`config.mk`:
```
export PLATFORM = sky130hd
export DESIGN_NAME = rr_arbiter8
export DESIGN_NICKNAME = d
export VERILOG_FILES = /design/src/rtl/rr_arb_pkg.sv /design/src/rtl/prio_enc8.sv /design/src/rtl/rr_arbiter8.sv
export SDC_FILE = /design/constraint.sdc
export NUM_CORES = 1
export LEC_CHECK = 0
export CAP_MARGIN = 20
export CELL_PAD_IN_SITES_DETAIL_PLACEMENT = 0
export CELL_PAD_IN_SITES_GLOBAL_PLACEMENT = 1
export CORE_MARGIN = 5
export CORE_UTILIZATION = 43
export CTS_BUF_LIST = sky130_fd_sc_hd__clkbuf_16
export DETAILED_ROUTE_END_ITERATION = 10
export PLACE_DENSITY_LB_ADDON = 0.1
export SYNTH_ARGS = -nofsm -noshare
export SYNTH_HDL_FRONTEND = slang
export SYNTH_SLANG_ARGS = --single-unit
export TNS_END_PERCENT = 50
```
`constraint.sdc`:
```
create_clock -name clk -period 5.7 [get_ports clk]
set_input_delay 1.14 -clock clk [delete_from_list [all_inputs] [get_ports clk]]
set_output_delay 1.14 -clock clk [all_outputs]
set_load 0.02 [all_outputs]
```
`src/rtl/rr_arb_pkg.sv`:
```
// Shared constants and state encoding for the 8-way round-robin arbiter.
package rr_arb_pkg;

  localparam int unsigned N    = 8;
  localparam int unsigned IDXW = 3;

  // Pointer reset value: the search starts at ptr+1, so requester 0 leads after reset.
  localparam logic [IDXW-1:0] PTR_RST = IDXW'(7);

  typedef enum logic {
    IDLE  = 1'b0,
    GRANT = 1'b1
  } state_t;

endpackage

```
`src/rtl/prio_enc8.sv`:
```
// Combinational 8-bit priority encoder; the lowest set bit wins.
module prio_enc8
  import rr_arb_pkg::*;
(
  input  logic [N-1:0]    vec,
  output logic [IDXW-1:0] idx,
  output logic            valid
);

  // Scan downward so that the lowest set index is the last assignment.
  always_comb begin
    idx = '0;
    for (int i = N - 1; i >= 0; i--) begin
      if (vec[i]) idx = IDXW'(i);
    end
  end

  assign valid = |vec;

endmodule

```
`src/rtl/rr_arbiter8.sv`:
```
// Round-robin arbiter for 8 requesters with a rotating mask, hold timeout
// and a mandatory idle turnaround cycle between grants.
module rr_arbiter8
  import rr_arb_pkg::*;
#(
  parameter int unsigned MAX_HOLD = 16
) (
  input  logic            clk,
  input  logic            rst_n,
  input  logic [N-1:0]    req,
  output logic [N-1:0]    gnt,
  output logic [IDXW-1:0] gnt_idx,
  output logic            gnt_valid,
  output logic            preempt
);

  localparam int unsigned HCW = (MAX_HOLD == 0) ? 1 : $clog2(MAX_HOLD + 1);
  localparam int unsigned MW  = N + 1;
  localparam logic [HCW-1:0] HOLD_LAST = HCW'((MAX_HOLD == 0) ? 0 : MAX_HOLD - 1);

  state_t          state_q, state_d;
  logic [IDXW-1:0] ptr_q, ptr_d;
  logic [HCW-1:0]  hold_q, hold_d;
  logic [N-1:0]    gnt_d;
  logic [IDXW-1:0] idx_d;
  logic            valid_d;
  logic            pre_d;

  logic [MW-1:0]   lowmask;
  logic [N-1:0]    masked;
  logic [IDXW-1:0] m_idx, u_idx, win_idx;
  logic            m_valid, u_valid;

  // Bits at or below ptr are masked off so the search starts just above ptr.
  assign lowmask = (MW'(2) << ptr_q) - MW'(1);
  assign masked  = req & ~lowmask[N-1:0];

  prio_enc8 u_enc_masked (
    .vec   (masked),
    .idx   (m_idx),
    .valid (m_valid)
  );

  prio_enc8 u_enc_plain (
    .vec   (req),
    .idx   (u_idx),
    .valid (u_valid)
  );

  assign win_idx = m_valid ? m_idx : u_idx;

  // Next-state and registered-output logic.
  always_comb begin
    state_d = state_q;
    ptr_d   = ptr_q;
    hold_d  = hold_q;
    gnt_d   = gnt;
    idx_d   = gnt_idx;
    valid_d = gnt_valid;
    pre_d   = 1'b0;

    case (state_q)
      IDLE: begin
        if (u_valid) begin
          gnt_d   = N'(1) << win_idx;
          idx_d   = win_idx;
          valid_d = 1'b1;
          hold_d  = '0;
          state_d = GRANT;
        end
      end

      GRANT: begin
        if (!req[gnt_idx]) begin
          gnt_d   = '0;
          idx_d   = '0;
          valid_d = 1'b0;
          ptr_d   = gnt_idx;
          state_d = IDLE;
        end else if ((MAX_HOLD != 0) && (hold_q == HOLD_LAST)) begin
          gnt_d   = '0;
          idx_d   = '0;
          valid_d = 1'b0;
          ptr_d   = gnt_idx;
          pre_d   = 1'b1;
          state_d = IDLE;
        end else begin
          hold_d = hold_q + HCW'(1);
        end
      end

      default: begin
        gnt_d   = '0;
        idx_d   = '0;
        valid_d = 1'b0;
        state_d = IDLE;
      end
    endcase
  end

  always_ff @(posedge clk) begin
    if (!rst_n) begin
      state_q   <= IDLE;
      ptr_q     <= PTR_RST;
      hold_q    <= '0;
      gnt       <= '0;
      gnt_idx   <= '0;
      gnt_valid <= 1'b0;
      preempt   <= 1'b0;
    end else begin
      state_q   <= state_d;
      ptr_q     <= ptr_d;
      hold_q    <= hold_d;
      gnt       <= gnt_d;
      gnt_idx   <= idx_d;
      gnt_valid <= valid_d;
      preempt   <= pre_d;
    end
  end

endmodule

```
# After elaboration in Yosys (flattened, before gate mapping)
# Index checks and enable logic that the tools add are counted.
[totals]
ff_bits = 22
out_inout_bits = 13
elab_cells = 69
[op_classes]
n_reduce_logical = 6
n_eq_ne = 6
add_sub_neg = 2
mux = 42
bitwise_logic = 3
magnitude_cmp = 1
shift = 2
[ops]
columns = ["operator", "n"]
rows = [
  ["2-to-1 mux 3 bit", 22],
  ["2-to-1 mux 8 bit", 3],
  ["one-hot mux 8 bit (2 select lines)", 1],
  ["OR reduction 8 bit", 2],
  ["2-to-1 mux 5 bit", 3],
  ["one-hot mux 5 bit (2 select lines)", 1],
  ["bitwise AND 8 bit", 1],
  ["2-to-1 mux 1 bit", 8],
  ["inverter 8 bit", 1],
  ["<< shifter 1 x 3 -> 8 bit (first input constant)", 1],
  ["<< shifter 2 x 3 -> 8 bit (first input constant)", 1],
  ["subtractor 8 x 2 -> 8 bit (second input constant)", 1],
  ["!= test 2 x 1 -> 1 bit (second input constant)", 3],
  ["one-hot mux 3 bit (2 select lines)", 1],
  ["AND reduction 3 bit", 2],
  ["adder 5 x 1 -> 5 bit (second input constant)", 1],
  ["== test 5 x 4 -> 1 bit (second input constant)", 1],
  ["< comparator 3 x 4 -> 1 bit (second input constant)", 1],
  ["one-hot mux 1 bit (2 select lines)", 2],
  ["AND reduction 2 bit", 2],
  ["binary-select mux 1 bit (select 3 bit)", 1],
  ["!= test 3 x 2 -> 1 bit (second input constant)", 1],
  ["!= test 2 bit (second input constant)", 1],
  ["inverter 1 bit", 1],
]

# Depth between registers and ports, before layout
[depth]
ltp_word = 16
ltp_mapped = 11
mapped_depth_nobuf = 9

# By module
# A second synthesis with hierarchy kept.
[hier_totals]
hier_cells = 184
area_unflattened_um2 = 1539.0
[by_module_without_submodules]
columns = ["mod", "cells_each", "instances", "area_each_um2"]
rows = [
  ["rr_arbiter8", 158, 1, 1376.3],
  ["prio_enc8", 13, 2, 81.3],
]

# Least setup slack after synthesis
# Ideal clock, no wire load.
[synth_path]
path_type = "input-to-reg"
start = "input req[6]"
end = "register gnt[0]"
setup_slack_ns = 3.142
n_path_buf = 1
required_ns = 5.583
cell_stages = 6
arrival_time_ns = 2.441
cell_sequence = "mux4_2 -> mux2i_4 -> o21ai_4 -> and3_4 -> buf_6 -> a32o_1"
[synth_between]
elab_chain_len = 12
elab_cells_between_ends = 27
[synth_rtl]
columns = ["element", "line_no", "text"]
rows = [
  ["start, declared", "rr_arbiter8.sv:10", "input logic [N-1:0] req,"],
  ["bitwise AND 8 bit", "rr_arbiter8.sv:36", "assign masked = req & ~lowmask[N-1:0];"],
  ["2-to-1 mux 3 bit (7 in series)", "prio_enc8.sv:14", "if (vec[i]) idx = IDXW'(i);"],
  ["2-to-1 mux 3 bit", "rr_arbiter8.sv:50", "assign win_idx = m_valid ? m_idx : u_idx;"],
  ["<< shifter 1 x 3 -> 8 bit", "rr_arbiter8.sv:65", "gnt_d = N'(1) << win_idx;"],
  ["2-to-1 mux 8 bit", "rr_arbiter8.sv:64", "if (u_valid) begin"],
  ["one-hot mux 8 bit (2 select lines)", "rr_arbiter8.sv:62", "case (state_q)"],
  ["end signal, assigned", "rr_arbiter8.sv:114", "gnt <= gnt_d;"],
  ["end, declared", "rr_arbiter8.sv:11", "output logic [N-1:0] gnt,"],
]
# Several ways; a longest one is shown, not always the timed one. The select of a mux whose other input is x is not followed.
# A chain may end at the register's enable or synchronous reset.

# Worst setup path after layout
[layout_path]
start = "input req[4]"
end = "register gnt[4]"
[layout_between]
elab_chain_len = 10
elab_cells_between_ends = 23
[layout_rtl]
columns = ["element", "line_no"]
rows = [
  ["bitwise AND 8 bit", "rr_arbiter8.sv:36"],
  ["2-to-1 mux 3 bit (5 in series)", "prio_enc8.sv:14"],
  ["2-to-1 mux 3 bit", "rr_arbiter8.sv:50"],
  ["<< shifter 1 x 3 -> 8 bit", "rr_arbiter8.sv:65"],
  ["2-to-1 mux 8 bit", "rr_arbiter8.sv:64"],
  ["one-hot mux 8 bit (2 select lines)", "rr_arbiter8.sv:62"],
]
# Several ways; a longest one is shown, not always the timed one. The select of a mux whose other input is x is not followed.

==> impl_metrics.json <==
{
  "hpwl_um": 2500,
  "drt_iter0_drc": 89,
  "die_x_um": 67.2,
  "root_buffer": "clkbuf_16",
  "hold_viol": 0,
  "grt_max_degree": 17,
  "setup.worst_path.end_class": "flop",
  "n_antenna_cell": 0,
  "met3_length_um": 148,
  "die_y_um": 67.2,
  "portBuffers": 22,
  "wl_per_cell_um": 15.1,
  "critPathMaxFanout": 7,
  "tightest_slew_ns": 0.483,
  "start_util": 0.454,
  "critPathArrivalTime_ns": 3.15,
  "ir_worst_vdd_uv": 250,
  "fin_tns_setup_ns": 0,
  "finalClockSkew_ns": 0.00151,
  "fp.dieArea_sq_um": 4520,
  "globalplace.congestion": 0.853,
  "power_mw": 0.528,
  "rsz0062_at_grt": "false",
  "fin_ws_ns": 2.70,
  "cap_violations": 0,
  "synth-async-reset-ratio": 0,
  "synth.cell_area_sq_um": 1410,
  "cts_sinks": 22,
  "finalSetupViolCount": 0,
  "min_period_ns": 3.00,
  "core-area_sq_um": 3100,
  "crit_type": "in -> reg",
  "cts_setup_buffers": 0,
  "dpl_cell_area_sq_um": 1630,
  "nets": 185,
  "holdBufCountCts": 0,
  "powerDensity_nw_per_um2": 309,
  "fillers": 315,
  "ios": 23,
  "fmax_ghz": 0.333,
  "wl_met1_um": 1500,
  "wl_met2_um": 1550,
  "pre_cts_ws_ns": 2.43,
  "h-tree-depth": 1,
  "syn-instance-count": 152,
  "vias": 1251,
  "synth_nets": 165,
  "synth-edff-count": 0,
  "grt_pass1_vias": 1235,
  "synth_warnings": 0,
  "postSynthAreaPerCell_sq_um": 9.27,
  "cts_buffer_depth": 2,
  "drt_pass1_iterations": 4,
  "clk_pin_slew_ns": 0.05,
  "overflow": 0,
  "layout-drive-gt1-share": 0.117,
  "synth-main-ff-cell": "dfxtp_1",
  "critPathRequiredTime_ns": 5.84,
  "cts_inserted_buffers": 3,
  "cts_tree": "yes",
  "status": "finished clean",
  "worstSkewPairLatency_ns": 0.25,
  "hold_path_class": "reg -> reg",
  "slew_headroom": 0.677,
  "period_share": 0.527,
  "synth_seq_cells": 22,
  "p_leak_nw": 0.638,
  "synth_cell_type_count": 56,
  "seq_area_frac_synth": 0.313,
  "cts_resized": 0,
  "viasPerCell": 5.82,
  "design_area_sq_um": 1710,
  "synthToLayoutAreaGrowth_pct": 21.4,
  "drv_slew": 0,
  "grtUsageTotal": 0.162,
  "top_layer": "met4",
  "grt_pass1_wl_um": 5670,
  "row_count": 20,
  "critPathLaunchType": "input port",
  "wirelength_um": 3240,
  "final_cell_mix": "dfxtp_1, clkdlybuf4s50_1, nand2_1",
  "antenna_found_initial": 0,
  "route.detailed.drc": 0,
  "antenna_left": 0
}
## area by class of cell
type                       instances  area, sq um  area share
inverter                           5         18.8      0.0110
multi-input combinational        118          897       0.525
clock inverter                     1         3.75     0.00219
sequential                        22          440       0.257
timing repair buffer              22          220       0.129
tap                               44         55.1      0.0322
clock buffer                       3         75.1      0.0439
## routing by layer
layer | vias up | GRT usage
met1 | 598 | 0.203
met4 | 0 | 0.0456
met5 | - | 0
met3 | 4 | 0.0366
li1 | 613 | -
met2 | 36 | 0.277
## cells by family after synthesis
kind of cell,after synthesis,share of synthesized area
AND/OR/NAND/NOR,59,0.239
AO/OA/AOI/OAI,47,0.282
XOR/XNOR,2,0.0124
buffers and inverters,12,0.0506
flip-flops,22,0.313
adder cells (fa/ha/maj),3,0.0266
multiplexers,7,0.0764
## metrics by stage
step	hold slack, ns	cells	utilization
after floorplan	0.455	152	-
after global placement	0.452	211	0.526
after detailed placement	0.453	211	0.526
after CTS	0.466	215	0.551
after global routing	0.492	215	0.551
final	0.463	215	0.551
## critical path, stage by stage
cell             delay (ns)
clkdlybuf4s50_1        0.53
nor2b_1                0.19
o22a_1                 0.28
a2111oi_2              0.42
o31ai_2                0.14
and2b_1                0.19
a32o_1                 0.25
## registers in the layout (all words and copies together), names as in the netlist
name and flops:
ptr_q 3, preempt 1, gnt_valid 1, gnt 8, gnt_idx 3, hold_q 5, state_q 1
## Yosys cell counts (all sizes together) (3+ instances only)
cell type | number | area share
a21oi | 8 | 0.028
nand2 | 14 | 0.037
ha | 3 | 0.027
a21o | 3 | 0.016
and3 | 3 | 0.017
inv | 5 | 0.013
and2 | 6 | 0.027
buf | 6 | 0.035
o21ai | 7 | 0.033
nand3 | 5 | 0.018
nor2 | 10 | 0.027
mux2i | 5 | 0.044
nor2b | 7 | 0.031
dfxtp | 22 | 0.31
a32o | 8 | 0.057
## worst paths after layout
kind	slack, ns	start	to	depth (start not counted)
worst max-delay path	2.70	req[4]	gnt[4]$_SDFFE_PN0P_	7
worst min-delay path	0.46	gnt[3]$_SDFFE_PN0P_	gnt[3]$_SDFFE_PN0P_	1
worst max register to register	2.95	ptr_q[2]$_SDFFE_PN1P_	gnt[4]$_SDFFE_PN0P_	9
worst min register to register	0.46	gnt[3]$_SDFFE_PN0P_	gnt[3]$_SDFFE_PN0P_	1
## power by group
part / total (mW) / switching [mW] / internal [mW]
logic: 0.185 / 0.0962 / 0.0889
clock network: 0.145 / 0.0517 / 0.0935
registers: 0.198 / 0.0261 / 0.172
total: 0.528 / 0.174 / 0.354
Power figures use the tool's default switching activity.
